--- src/rtl/mem_access_unit.sv ---
// mem_access_unit
//   Load/store unit at the memory end of the CPU datapath. Takes one memory
//   op from the datapath, runs a level-held rd/wr + ack handshake with the
//   data RAM and returns load data on regfile write port 1. Holds the
//   pipeline through `stall` while a RAM access is outstanding.
//
// Ports
//   clk, rst_n           clock, async active-low reset
//   req_*                request from datapath (valid/ready, load, byte,
//                        addr, wdata, rd)
//   stall                pipeline hold
//   mem_*                RAM handshake (addr, wdata, be, rd, wr, rdata, ack)
//   ram_data2, w_addr1,
//   w_en1, forward_w_data  load writeback to the register file
//   align_fault          1-cycle pulse: misaligned word request rejected
//   bus_fault            1-cycle pulse: RAM did not ack within TIMEOUT
//
// state  | meaning
// -------+------------------------------------------------------------
// S_IDLE | ready for a new request
// S_REQ  | rd/wr held towards RAM, waiting for mem_ack or timeout
// S_WB   | one-cycle regfile writeback of captured load data

module mem_access_unit #(
  parameter int RAM_ADDR_W = 11,
  parameter int TIMEOUT    = 255
) (
  input  logic                  clk,
  input  logic                  rst_n,
  input  logic                  req_valid,
  output logic                  req_ready,
  input  logic                  req_load,
  input  logic                  req_byte,
  input  logic [31:0]           req_addr,
  input  logic [31:0]           req_wdata,
  input  logic [3:0]            req_rd,
  output logic                  stall,
  output logic [RAM_ADDR_W-1:0] mem_addr,
  output logic [31:0]           mem_wdata,
  output logic [3:0]            mem_be,
  output logic                  mem_rd,
  output logic                  mem_wr,
  input  logic [31:0]           mem_rdata,
  input  logic                  mem_ack,
  output logic [31:0]           ram_data2,
  output logic [3:0]            w_addr1,
  output logic                  w_en1,
  output logic                  forward_w_data,
  output logic                  align_fault,
  output logic                  bus_fault
);

  typedef enum logic [1:0] {
    S_IDLE = 2'd0,
    S_REQ  = 2'd1,
    S_WB   = 2'd2
  } state_t;

  localparam logic [7:0] CNT_LAST = 8'(TIMEOUT - 1);

  state_t                  state_q, state_d;
  logic                    load_q, load_d;
  logic [1:0]              lane_q, lane_d;
  logic                    byte_q, byte_d;
  logic [3:0]              rd_q, rd_d;
  logic [7:0]              cnt_q, cnt_d;
  logic [RAM_ADDR_W-1:0]   mem_addr_q, mem_addr_d;
  logic [31:0]             mem_wdata_q, mem_wdata_d;
  logic [3:0]              mem_be_q, mem_be_d;
  logic [31:0]             ram_data2_q, ram_data2_d;
  logic [3:0]              w_addr1_q, w_addr1_d;
  logic                    align_fault_q, align_fault_d;
  logic                    bus_fault_q, bus_fault_d;

  logic                    is_idle;
  logic                    accept;
  logic                    misalign;
  logic [31:0]             load_data;

  assign is_idle  = (state_q == S_IDLE);
  assign accept   = is_idle & req_valid & (req_byte | (req_addr[1:0] == 2'b00));
  assign misalign = is_idle & req_valid & ~req_byte & (req_addr[1:0] != 2'b00);

  // Byte loads pick the addressed lane and zero-extend.
  always_comb begin
    load_data = mem_rdata;
    if (byte_q) begin
      case (lane_q)
        2'd0:    load_data = {24'b0, mem_rdata[7:0]};
        2'd1:    load_data = {24'b0, mem_rdata[15:8]};
        2'd2:    load_data = {24'b0, mem_rdata[23:16]};
        default: load_data = {24'b0, mem_rdata[31:24]};
      endcase
    end
  end

  always_comb begin
    state_d       = state_q;
    load_d        = load_q;
    lane_d        = lane_q;
    byte_d        = byte_q;
    rd_d          = rd_q;
    cnt_d         = cnt_q;
    mem_addr_d    = mem_addr_q;
    mem_wdata_d   = mem_wdata_q;
    mem_be_d      = mem_be_q;
    ram_data2_d   = ram_data2_q;
    w_addr1_d     = w_addr1_q;
    align_fault_d = misalign;
    bus_fault_d   = 1'b0;

    case (state_q)
      S_IDLE: begin
        if (accept) begin
          load_d     = req_load;
          byte_d     = req_byte;
          lane_d     = req_addr[1:0];
          rd_d       = req_rd;
          cnt_d      = 8'd0;
          mem_addr_d = req_addr[RAM_ADDR_W+1:2];
          if (req_byte) begin
            mem_be_d    = 4'b0001 << req_addr[1:0];
            mem_wdata_d = {4{req_wdata[7:0]}};
          end else begin
            mem_be_d    = 4'hF;
            mem_wdata_d = req_wdata;
          end
          state_d = S_REQ;
        end
      end
      S_REQ: begin
        if (mem_ack) begin
          if (load_q) begin
            ram_data2_d = load_data;
            w_addr1_d   = rd_q;
            state_d     = S_WB;
          end else begin
            state_d = S_IDLE;
          end
        end else if (cnt_q == CNT_LAST) begin
          bus_fault_d = 1'b1;
          state_d     = S_IDLE;
        end else begin
          cnt_d = cnt_q + 8'd1;
        end
      end
      S_WB: begin
        state_d = S_IDLE;
      end
      default: begin
        state_d = S_IDLE;
      end
    endcase
  end

  always_ff @(posedge clk or negedge rst_n) begin
    if (!rst_n) begin
      state_q       <= S_IDLE;
      load_q        <= 1'b0;
      lane_q        <= 2'd0;
      byte_q        <= 1'b0;
      rd_q          <= 4'd0;
      cnt_q         <= 8'd0;
      mem_addr_q    <= '0;
      mem_wdata_q   <= 32'd0;
      mem_be_q      <= 4'd0;
      ram_data2_q   <= 32'd0;
      w_addr1_q     <= 4'd0;
      align_fault_q <= 1'b0;
      bus_fault_q   <= 1'b0;
    end else begin
      state_q       <= state_d;
      load_q        <= load_d;
      lane_q        <= lane_d;
      byte_q        <= byte_d;
      rd_q          <= rd_d;
      cnt_q         <= cnt_d;
      mem_addr_q    <= mem_addr_d;
      mem_wdata_q   <= mem_wdata_d;
      mem_be_q      <= mem_be_d;
      ram_data2_q   <= ram_data2_d;
      w_addr1_q     <= w_addr1_d;
      align_fault_q <= align_fault_d;
      bus_fault_q   <= bus_fault_d;
    end
  end

  // Handshake strobes decode straight from state so an async reset drops
  // them without waiting for a clock edge.
  assign req_ready      = is_idle;
  assign stall          = (state_q == S_REQ) | accept;
  assign mem_rd         = (state_q == S_REQ) & load_q;
  assign mem_wr         = (state_q == S_REQ) & ~load_q;
  assign mem_addr       = mem_addr_q;
  assign mem_wdata      = mem_wdata_q;
  assign mem_be         = mem_be_q;
  assign ram_data2      = ram_data2_q;
  assign w_addr1        = w_addr1_q;
  assign w_en1          = (state_q == S_WB);
  assign forward_w_data = (state_q == S_WB);
  assign align_fault    = align_fault_q;
  assign bus_fault      = bus_fault_q;

endmodule

--- config.mk ---
export PLATFORM = sky130hd
export DESIGN_NAME = mem_access_unit
export DESIGN_NICKNAME = d
export VERILOG_FILES = /design/src/rtl/mem_access_unit.sv
export SDC_FILE = /design/constraint.sdc
export NUM_CORES = 1
export LEC_CHECK = 0
export CORE_MARGIN = 5
export CORE_UTILIZATION = 55
export DETAILED_ROUTE_END_ITERATION = 8
export DONT_BUFFER_PORTS = 1
export PLACE_DENSITY = 0.67
export SYNTH_ARGS = -nofsm -noshare
export SYNTH_HDL_FRONTEND = slang
export SYNTH_SLANG_ARGS = --single-unit
--- constraint.sdc ---
create_clock -name clk -period 1.9 [get_ports clk]
set_input_delay 0.19 -clock clk [delete_from_list [all_inputs] [get_ports clk]]
set_output_delay 0.19 -clock clk [all_outputs]
set_load 0.005 [all_outputs]
==> results.py <==
metrics = {
    "run_status": {
        "status": "finished, violations left",
        "violations": "hold timing",
    },
    "setup_path": {
        "cp-start-kind": "flop",
        "cp_data_arrival_time_ns": 1.59,
        "critPathRequiredTime_ns": 1.71,
        "setup.worst_path.start": "state_q[1]",
        "path_class": "reg2out",
        "reg2reg_from": "state_q[1]",
        "path_max_fanout": 8,
        "crit-reg2reg-capture": "mem_be[1]",
        "r2r_cells": 4,
        "r2r_slack_ns": 0.24,
        "end_kind": "output pin",
    },
    "floorplanning": {
        "placementRows": 33,
        "core-area_um2": 8130,
        "initial_core_util_pct": 56.0,
        "io_pins": 197,
        "die_h_um": 101,
        "fp.dieW_um": 101,
        "design.die.area_um2": 10200,
    },
    "grt": {
        "grt_max_degree": 104,
        "antenna_found_initial": 0,
        "grt_pass1_wl_mm": 17.5,
        "grt_pass1_vias": 3378,
        "grt-ovfl-total": 0,
        "grtUsageTotal_pct": 22.1,
    },
    "timing": {
        "slew_headroom_pct": 51.0,
        "finalMaxSlewViolations": 0,
        "hold_slack_ns": -0.494,
        "finalCritPeriodShare_pct": 93.9,
        "final_hold_viol_count": 103,
        "finalClockSkew_ns": 0.0131,
        "final.setup.tns_ns": 0,
        "worstMarginPinSlew_ns": 0.727,
        "setup_viol": 0,
        "period_minus_slack_ns": 1.78,
        "fmax_ghz": 0.560,
        "rsz0062_at_grt": "no",
        "worst_slack_ns": 0.116,
    },
    "clocking": {
        "hold_buffers": 51,
        "cts-root-buf": "clkbuf_8",
        "cts_buffer_depth": 2,
        "htreeDepth": 3,
        "cts_tree": "built",
        "path_clk_slew_ns": 0.11,
        "post_cts_resized": 0,
        "worstSkewPairLatency_ns": 0.37,
        "cts_sinks": 103,
        "cts_setup_buffers": 0,
        "cts_inserted_buffers": 9,
    },
    "hold_path": {
        "hold_path.class": "in2async",
    },
    "final_layout": {
        "final_common_cell": "dfrtp_1",
        "layout_common_cells": "dfrtp_1, nand2_1, o21ai_0",
        "nets": 586,
        "final_util_pct": 65.7,
        "drive_gt1_share_pct": 12.4,
        "final_cell_count_no_fill": 589,
        "syn2layout_area_growth_pct": 17.2,
        "n_fill_cell": 627,
    },
    "yosys": {
        "synth_edf_count": 0,
        "synth_area_um2": 4560,
        "ys.flop_type": "dfrtp_1",
        "avgSynthCellArea_um2": 10.5,
        "synth.largest_area_cell": "dfrtp_1",
        "yosysWarnings": 0,
        "async_flop_share_pct": 100,
        "yosysUniqueCellTypes": 44,
        "synth_fp_nets": 542,
        "ys_seq_area_share_pct": 56.5,
        "synth_seq_cells": 103,
        "synth_top_area_share_pct": 56.5,
        "synthCells": 434,
        "synth_area_leaders": "dfrtp_1, nand2_1, mux2i_1",
    },
    "drt": {
        "route.detailed.drc": 0,
        "routed_wl_mm": 11.3,
        "drtIter0Drc": 122,
        "ant_nets": 0,
        "vias": 3310,
        "first_pass_iters": 4,
        "viasPerCell": 5.62,
        "routedWlPerCell_um": 19.2,
    },
    "placed_design": {
        "placed_cells": 521,
        "pre_cts_ws_ns": 0.242,
        "place_congestion": 0.812,
        "port-buffer-count": 0,
        "dp_hpwl_mm": 7.75,
    },
    "run": {
        "drv_cap": 0,
    },
    "power": {
        "power.leakage_nw": 2.42,
        "ir_worst_vdd_mv": 0.573,
        "finalPower_mw": 6.36,
        "powerDensity_nw_per_um2": 1190,
    },
}
==> where the power goes <==
group / leakage [nW] / internal [mW] / switching (mW) / total, mW
Sequential: 1.28 / 2.95 / 0.707 / 3.66
Clock: 0.0941 / 0.505 / 0.812 / 1.32
Combinational: 1.05 / 0.690 / 0.697 / 1.39
Total: 2.42 / 4.14 / 2.22 / 6.36
==> critical path: stages, from the launching register on <==
cell,delay [ns]
dfrtp_1,0.48
nor3b_1,0.22
buf_4,0.16
o21ai_4,0.08
buf_4,0.19
nand2_1,0.10
==> cell families after synthesis <==
| kind of cell | share of synthesized area (%) |
|---|---|
| buffers and inverters | 3.57 |
| and+or+nand+nor | 13.4 |
| DFF | 56.5 |
| AOI/OAI and AO/OA | 11.8 |
| adders and majority gates | 0.549 |
| muxes | 13.9 |
| xor gates and xnor gates | 0.192 |
==> worst max path at each step <==
stage / end / slack (ns) / cells after the start
2_1_floorplan: stall / 0.40 / 5
3_3_place_gp: ram_data2[5] / 0.31 / 3
3_5_place_dp: ram_data2[5] / 0.24 / 3
4_1_cts: stall / 0.09 / 5
5_1_grt: stall / 0.04 / 5
6_report: stall / 0.12 / 5
==> metrics by stage <==
step | instance area, um2 | hold slack (ns)
2_1_floorplan | 4560 | -0.106
3_3_place_gp | 4650 | -0.103
4_1_cts | 5340 | -0.508
3_5_place_dp | 4650 | -0.103
6_report | 5340 | -0.494
5_1_grt | 5340 | -0.520
==> sequential cells by signal, indices dropped and copies added (netlist names), 2 cells and up <==
name,cells
ram_data2,32
state_q,2
rd_q,4
cnt_q,8
mem_addr,11
w_addr1,4
mem_be,4
mem_wdata,32
lane_q,2
==> cells in the mapped netlist (all sizes together) (2+ instances only) <==
master and number:
mux2i 32, or3b 2, clkbuf 11, nor2 24
nor3 4, dfrtp 103, a21oi 22, o211ai 2
a32oi 2, nand3 7, buf 17, a211oi 6
ha 2, mux4 2, o21ai 56, o31ai 2
mux2 24, inv 5, nand2 95
==> per-layer routing <==
metal / global-route usage (%) / routed length (um)
met1: 28.7 / 4650
met2: 35.8 / 5520
met3: 6.71 / 1020
met4: 7.06 / 119
met5: 0 / 0
==> cell type report <==
class / count / area (um2) / share of cell area [%]
multi-input cells: 298 / 1830 / 34.3
well taps: 105 / 131 / 2.46
clock buffers: 9 / 124 / 2.32
flip-flops and latches: 103 / 2580 / 48.2
repair buffers: 61 / 598 / 11.2
diodes: 1 / 2.50 / 0.0468
inverters: 5 / 18.8 / 0.351
clock inverters: 7 / 61.3 / 1.15
No activity file was read; power rests on OpenSTA's default activity.
